==> config.mk <==
export PLATFORM = sky130hd
export DESIGN_NAME = uart_rx_flat
export DESIGN_NICKNAME = d
export VERILOG_FILES = /design/src/rtl/uart_pkg.sv /design/src/rtl/uart_rx_if.sv /design/src/rtl/uart_rx_bit_sync.sv /design/src/rtl/uart_rx.sv /design/src/flat_wrapper.sv
export SDC_FILE = /design/constraint.sdc
export NUM_CORES = 1
export LEC_CHECK = 0
export ABC_CLOCK_PERIOD_IN_PS = 2700
export CAP_MARGIN = 20
export CORE_ASPECT_RATIO = 2
export CORE_MARGIN = 3
export CORE_UTILIZATION = 58
export CTS_CLUSTER_SIZE = 28
export DETAILED_ROUTE_END_ITERATION = 7
export GPL_TIMING_DRIVEN = 0
export PLACE_DENSITY = 0.89
export SLEW_MARGIN = 20
export SYNTH_ARGS = -nofsm -noshare
export SYNTH_HDL_FRONTEND = slang
export SYNTH_SLANG_ARGS = --single-unit
==> constraint.sdc <==
create_clock -name clk -period 2.7 [get_ports clk]
set_input_delay 0.54 -clock clk [delete_from_list [all_inputs] [get_ports clk]]
set_output_delay 0.54 -clock clk [all_outputs]
set_load 0.01 [all_outputs]
==> src/rtl/uart_pkg.sv <==
// Shared UART definitions: receiver state encoding and default bit timing,
// used by both the serial_rxd receiver and the serial_txd transmitter.
package uart_pkg;

    // 48 MHz system clock / 115200 baud
    localparam int CLKS_PER_BIT_DEF = 417;

    // Payload width of one 8N1 character
    localparam int DATA_BITS = 8;

    typedef enum logic [2:0] {
        RX_IDLE,
        RX_START,
        RX_DATA,
        RX_STOP,
        RX_BREAK
    } rx_state_t;

endpackage

==> src/rtl/uart_rx_if.sv <==
// Receiver-to-data-memory handshake: held byte, sticky status and read strobe.
interface uart_rx_if;
    import uart_pkg::*;

    logic                 rx_pop;
    logic [DATA_BITS-1:0] rx_data;
    logic                 rx_valid;
    logic                 rx_overrun;
    logic                 rx_frame_err;
    logic                 rx_busy;

    // Receiver side drives data and status, consumer issues pops
    modport master (
        input  rx_pop,
        output rx_data, rx_valid, rx_overrun, rx_frame_err, rx_busy
    );

    modport slave (
        output rx_pop,
        input  rx_data, rx_valid, rx_overrun, rx_frame_err, rx_busy
    );

endinterface

==> src/rtl/uart_rx_bit_sync.sv <==
// Two-flop synchronizer for a single asynchronous input, with a selectable
// reset value so an idle-high line does not look like a start bit after reset.
module bit_sync #(
    parameter logic RST_VAL = 1'b1
) (
    input  logic clk,
    input  logic reset,
    input  logic d,
    output logic q
);

    logic meta_q;
    logic sync_q;

    // Double-register the asynchronous input to resolve metastability
    always_ff @(posedge clk or negedge reset) begin
        if (!reset) begin
            meta_q <= RST_VAL;
            sync_q <= RST_VAL;
        end else begin
            meta_q <= d;
            sync_q <= meta_q;
        end
    end

    assign q = sync_q;

endmodule

==> src/rtl/uart_rx.sv <==
// 8N1 UART receiver with mid-bit sampling, a single holding register and
// sticky overrun / framing-error flags cleared by the consumer's pop.
module uart_rx
    import uart_pkg::*;
#(
    parameter int CLKS_PER_BIT = CLKS_PER_BIT_DEF
) (
    input  logic      clk,
    input  logic      reset,
    input  logic      serial_rxd,
    uart_rx_if.master bus
);

    // Counter reload values: half a bit to reach the start-bit centre,
    // then a full bit between successive sample points.
    localparam logic [15:0] HALF_LD = 16'(CLKS_PER_BIT / 2 - 1);
    localparam logic [15:0] FULL_LD = 16'(CLKS_PER_BIT - 1);

    logic                 rxd_s;
    rx_state_t            state_q, state_d;
    logic [15:0]          cnt_q, cnt_d;
    logic [2:0]           idx_q, idx_d;
    logic [DATA_BITS-1:0] shift_q, shift_d;
    logic                 cnt_zero;
    logic                 commit;
    logic                 frame_set;

    logic [DATA_BITS-1:0] rx_data_q;
    logic                 rx_valid_q;
    logic                 rx_overrun_q;
    logic                 rx_frame_err_q;

    bit_sync #(.RST_VAL(1'b1)) u_sync (
        .clk   (clk),
        .reset (reset),
        .d     (serial_rxd),
        .q     (rxd_s)
    );

    assign cnt_zero = (cnt_q == 16'd0);

    // FSM and bit-timing state registers
    always_ff @(posedge clk or negedge reset) begin
        if (!reset) begin
            state_q <= RX_IDLE;
            cnt_q   <= 16'd0;
            idx_q   <= 3'd0;
            shift_q <= '0;
        end else begin
            state_q <= state_d;
            cnt_q   <= cnt_d;
            idx_q   <= idx_d;
            shift_q <= shift_d;
        end
    end

    // Next-state logic: count to each sample point, then act on the line value
    always_comb begin
        state_d   = state_q;
        cnt_d     = cnt_q;
        idx_d     = idx_q;
        shift_d   = shift_q;
        commit    = 1'b0;
        frame_set = 1'b0;
        case (state_q)
            RX_IDLE: begin
                if (!rxd_s) begin
                    state_d = RX_START;
                    cnt_d   = HALF_LD;
                end
            end
            RX_START: begin
                if (cnt_zero) begin
                    if (!rxd_s) begin
                        state_d = RX_DATA;
                        cnt_d   = FULL_LD;
                        idx_d   = 3'd0;
                    end else begin
                        // Line went back high before mid-start: treat as noise
                        state_d = RX_IDLE;
                    end
                end else begin
                    cnt_d = cnt_q - 16'd1;
                end
            end
            RX_DATA: begin
                if (cnt_zero) begin
                    shift_d[idx_q] = rxd_s;
                    cnt_d          = FULL_LD;
                    if (idx_q == 3'd7) begin
                        state_d = RX_STOP;
                    end else begin
                        idx_d = idx_q + 3'd1;
                    end
                end else begin
                    cnt_d = cnt_q - 16'd1;
                end
            end
            RX_STOP: begin
                if (cnt_zero) begin
                    if (rxd_s) begin
                        commit  = 1'b1;
                        state_d = RX_IDLE;
                    end else begin
                        // Low stop bit: drop the byte and wait out the break
                        frame_set = 1'b1;
                        state_d   = RX_BREAK;
                    end
                end else begin
                    cnt_d = cnt_q - 16'd1;
                end
            end
            RX_BREAK: begin
                if (rxd_s) begin
                    state_d = RX_IDLE;
                end
            end
            default: state_d = RX_IDLE;
        endcase
    end

    // Holding register and sticky flags; a same-cycle pop frees the slot
    // for the incoming byte, and a same-cycle set beats the pop's clear.
    always_ff @(posedge clk or negedge reset) begin
        if (!reset) begin
            rx_data_q      <= '0;
            rx_valid_q     <= 1'b0;
            rx_overrun_q   <= 1'b0;
            rx_frame_err_q <= 1'b0;
        end else begin
            if (commit) begin
                if (!rx_valid_q || bus.rx_pop) begin
                    rx_data_q <= shift_q;
                end
                rx_valid_q <= 1'b1;
            end else if (bus.rx_pop) begin
                rx_valid_q <= 1'b0;
            end

            if (commit && rx_valid_q && !bus.rx_pop) begin
                rx_overrun_q <= 1'b1;
            end else if (bus.rx_pop) begin
                rx_overrun_q <= 1'b0;
            end

            if (frame_set) begin
                rx_frame_err_q <= 1'b1;
            end else if (bus.rx_pop) begin
                rx_frame_err_q <= 1'b0;
            end
        end
    end

    assign bus.rx_data      = rx_data_q;
    assign bus.rx_valid     = rx_valid_q;
    assign bus.rx_overrun   = rx_overrun_q;
    assign bus.rx_frame_err = rx_frame_err_q;
    assign bus.rx_busy      = (state_q != RX_IDLE);

endmodule

==> src/flat_wrapper.sv <==
// flat-port wrapper written by rule: the top's interface ports become plain ports
module uart_rx_flat import uart_pkg::*;
#(
    parameter int CLKS_PER_BIT = CLKS_PER_BIT_DEF
)
  (clk, reset, serial_rxd, bus_rx_pop, bus_rx_data, bus_rx_valid, bus_rx_overrun, bus_rx_frame_err, bus_rx_busy);
  uart_rx_if bus_i ();
  input  logic clk;
  input  logic reset;
  input  logic serial_rxd;
  input wire logic [$bits(bus_i.rx_pop)-1:0] bus_rx_pop;
  output wire logic [$bits(bus_i.rx_data)-1:0] bus_rx_data;
  output wire logic [$bits(bus_i.rx_valid)-1:0] bus_rx_valid;
  output wire logic [$bits(bus_i.rx_overrun)-1:0] bus_rx_overrun;
  output wire logic [$bits(bus_i.rx_frame_err)-1:0] bus_rx_frame_err;
  output wire logic [$bits(bus_i.rx_busy)-1:0] bus_rx_busy;
  assign bus_i.rx_pop = bus_rx_pop;
  assign bus_rx_data = bus_i.rx_data;
  assign bus_rx_valid = bus_i.rx_valid;
  assign bus_rx_overrun = bus_i.rx_overrun;
  assign bus_rx_frame_err = bus_i.rx_frame_err;
  assign bus_rx_busy = bus_i.rx_busy;
  uart_rx #(.CLKS_PER_BIT(CLKS_PER_BIT)) u_core (.clk(clk), .reset(reset), .serial_rxd(serial_rxd), .bus(bus_i));
endmodule
==> results of run 1 <==
[cells in the mapped netlist (3+ instances only)]
master,count,area (µm²)
a31oi_1,9,56.3
a22o_1,4,35.0
mux2_2,17,191
inv_1,8,30.0
nor3_1,10,50.1
o21ai_0,6,30.0
nand2_1,13,48.8
nor3_2,3,30.0
nand3_1,8,40.0
or3_1,3,18.8
a21oi_1,15,75.1
ha_1,4,50.1
nor2_1,18,67.6
nand3b_1,5,37.5
clkbuf_1,5,18.8
dfrtp_1,41,1030
[worst max-delay path by stage]
stage / startpoint / endpoint / slack [ns] / cells after the start
finish: u_core.state_q[0] / bus_rx_busy / 0.24 / 3
global route: u_core.cnt_q[0] / u_core.bus.rx_data[5] / 0.12 / 6
CTS: u_core.state_q[0] / bus_rx_busy / 0.27 / 3
detailed placement: u_core.cnt_q[0] / u_core.bus.rx_data[4] / 0.31 / 6
global placement: reset / u_core.cnt_q[12] / 0.02 / 1
floorplan: u_core.cnt_q[0] / u_core.shift_q[5] / 0.57 / 7
[where the power goes]
group,internal (W),switching [W],total (W)
Sequential,0.000646,0.00000136,0.000648
Clock,0.000271,0.000206,0.000478
Combinational,0.00000772,0.0000171,0.0000249
[flip-flops by register name, summed over array words and instances, names as in the netlist]
register,count
u_core.state_q,3
u_core.cnt_q,16
u_core.u_sync.meta_q,1
u_core.bus.rx_overrun,1
u_core.idx_q,3
u_core.bus.rx_frame_err,1
u_core.bus.rx_valid,1
u_core.shift_q,8
u_core.u_sync.q,1
u_core.bus.rx_data,8
[logic make-up after synthesis]
family / after synthesis / synth area share [%]
xor+xnor: 1 / 0.385
mux: 18 / 8.85
buf+inv: 17 / 4.01
compound gates: 55 / 16.8
flops: 43 / 47.4
simple gates: 79 / 20.4
fa+ha+maj: 4 / 2.20
[per-layer routing]
| metal | vias to the layer above | routed length (µm) |
|---|---|---|
| met2 | 80 | 3020 |
| met1 | 879 | 1890 |
| met3 | 22 | 225 |
| met4 | 0 | 170 |
| li1 | 856 | - |
| met5 | - | 0 |
[placed cells by master, fill, tap and decap left out, types with 3 or more instances in the layout]
cell and instances:
dfrtp_1 41, nor2_1 18, mux2_2 17, a21oi_1 15
clkdlybuf4s50_1 14, nand2_1 13, nor3_1 10, a31oi_1 9
inv_1 8, nand3_1 8, clkbuf_1 6, o21ai_0 6
nand3b_1 5, clkbuf_8 5, a22o_1 4, ha_1 4
or3_1 3, nor3_2 3
[layout make-up]
class,instances,area share (%)
well taps,49,2.35
flip-flops and latches,43,41.4
multi-input cells,157,42.5
plain buffers,9,2.35
clock inverters,1,1.15
clock buffers,6,2.78
repair buffers,16,6.34
inverters,8,1.15
[worst register-to-register path, delay by kind of cell, from the launching register on]
family,cells,cell delay (ns)
buffers and inverters,1,0.13
AND/OR/NAND/NOR,4,1.28
adder cells (fa/ha/maj),1,0.17
multiplexers,1,0.31
flip-flops,1,0.40
[metrics by stage]
stage                     utilization (%)  instances  setup WS [ns]  cell area [µm²]  total power, W
final                                70.7        289          0.238             2610         0.00115
after global routing                 70.7        289          0.117             2610         0.00120
after CTS                            70.7        289          0.270             2610         0.00116
after detailed placement             67.9        282          0.313             2500        0.000686
after global placement               67.5        281         0.0232             2490        0.000683
after floorplan                         -        217          0.573             2280        0.000664
==> flow_metrics.tcl, run 1 <==
set metrics [dict create \
    synth_edf_count 0 \
    port_buffers 15 \
    peakVddDrop_mv 0.339 \
    syn_inst 217 \
    firstDrtPassIters 4 \
    avgSynthCellArea_um2 10.5 \
    synth_seq_cells 43 \
    tightest_slew_ns 0.749 \
    max-clock-path-buffers 2 \
    gp_congestion 0.956 \
    crit_chain "clkbuf_1, or3_1, clkdlybuf4s50_1" \
    crit_type "reg2out" \
    synth_cell_types 53 \
    setup_viol 0 \
    skew_ns 0.00565 \
    synth_nets 225 \
    arrival_ns 1.92 \
    met1_usage_pct 26.1 \
    rsz0062_at_grt "no" \
    max-slew-margin-rel_pct 49.6 \
    clkTransAtPathRegs_ns 0.08 \
    ctsRootBufferMaster "clkbuf_8" \
    clock_latency_ns 0.29 \
    pin_count 16 \
    grt_max_degree 30 \
    grt_remaining_overflow 0 \
    fp.dieH_um 94.6 \
    htree_levels 2 \
    cts_hold_buf 0 \
    grt_pass1_vias 1928 \
    netlist_area_um2 2280 \
    crit_fanout 10 \
    ant_nets 0 \
    drc 0 \
    tns_ns 0 \
    p_leak_nw 1.11 \
    worst-r2r-cell-count 7 \
    diodes 0 \
    ys.flop_type "dfrtp_1" \
    worstPathRequired_ns 2.16 \
    grtUsageTotal_pct 25.3 \
    fp.dieArea_um2 4760 \
    worst-path-buf-inv 2 \
    crit_family "buffers and inverters" \
    grtUsageMet2_pct 47.5 \
    seq_area_frac_synth_pct 47.4 \
    grt_busiest_layer "met2" \
    r2r_end "u_core.shift_q[2]" \
    cts_sinks 43 \
    wl_um 5300 \
    critPathMaxStageDelay_ns 0.49 \
    placementRows 31 \
    drv_cap 0 \
    fill_cells 254 \
    grt_use_met3_pct 3.48 \
    nets 248 \
    multi_input_area_um2 1110 \
    powerDensity_nw_per_um2 441 \
    start_util_pct 61.8 \
    first_iter_violations 78 \
    antenna_found_initial 0 \
    wire_per_inst_um 18.3 \
    synthArstFlopShare_pct 100 \
    yosys_warnings 0 \
    hold_violations 0 \
    endpoint_kind "output port" \
    timing.hold.ws_ns 0.157 \
    rrSetupSlack_ns 0.30 \
    status "finished clean" \
    fmaxAchievable_mhz 406 \
    cts.repair.resized 0 \
    dieWidth_um 50.3 \
    start_kind "flop" \
    cp_slowest_cell "clkdlybuf4s50_1" \
    grt_first_pass_wirelength_um 9110 \
    regArea_um2 1080 \
    area_delta_synth_final_pct 14.5 \
    vias 1837 \
    core_um2 3680 \
    finalCriticalPeriod_ns 2.46 \
    tritoncts "yes" \
    cts_inserted_buffers 5 \
    post_cts_buffers 0 \
    viasPerCell 6.36 \
    timing.rr.start "u_core.cnt_q[0]" \
    drive_gt1_share_pct 18.8 \
    slew_violations 0 \
    period_share_pct 91.2 \
    dp.final_hpwl_um 3930 \
    min_path_type "in2async" \
]
Note: power is estimated with default switching activity, not from simulation.
==> run 2: changes to the inputs <==
- SKIP_CTS_REPAIR_TIMING: not set -> 1
==> results of run 2 <==
Final layout, timing and power as in run 1 (identical DEF).
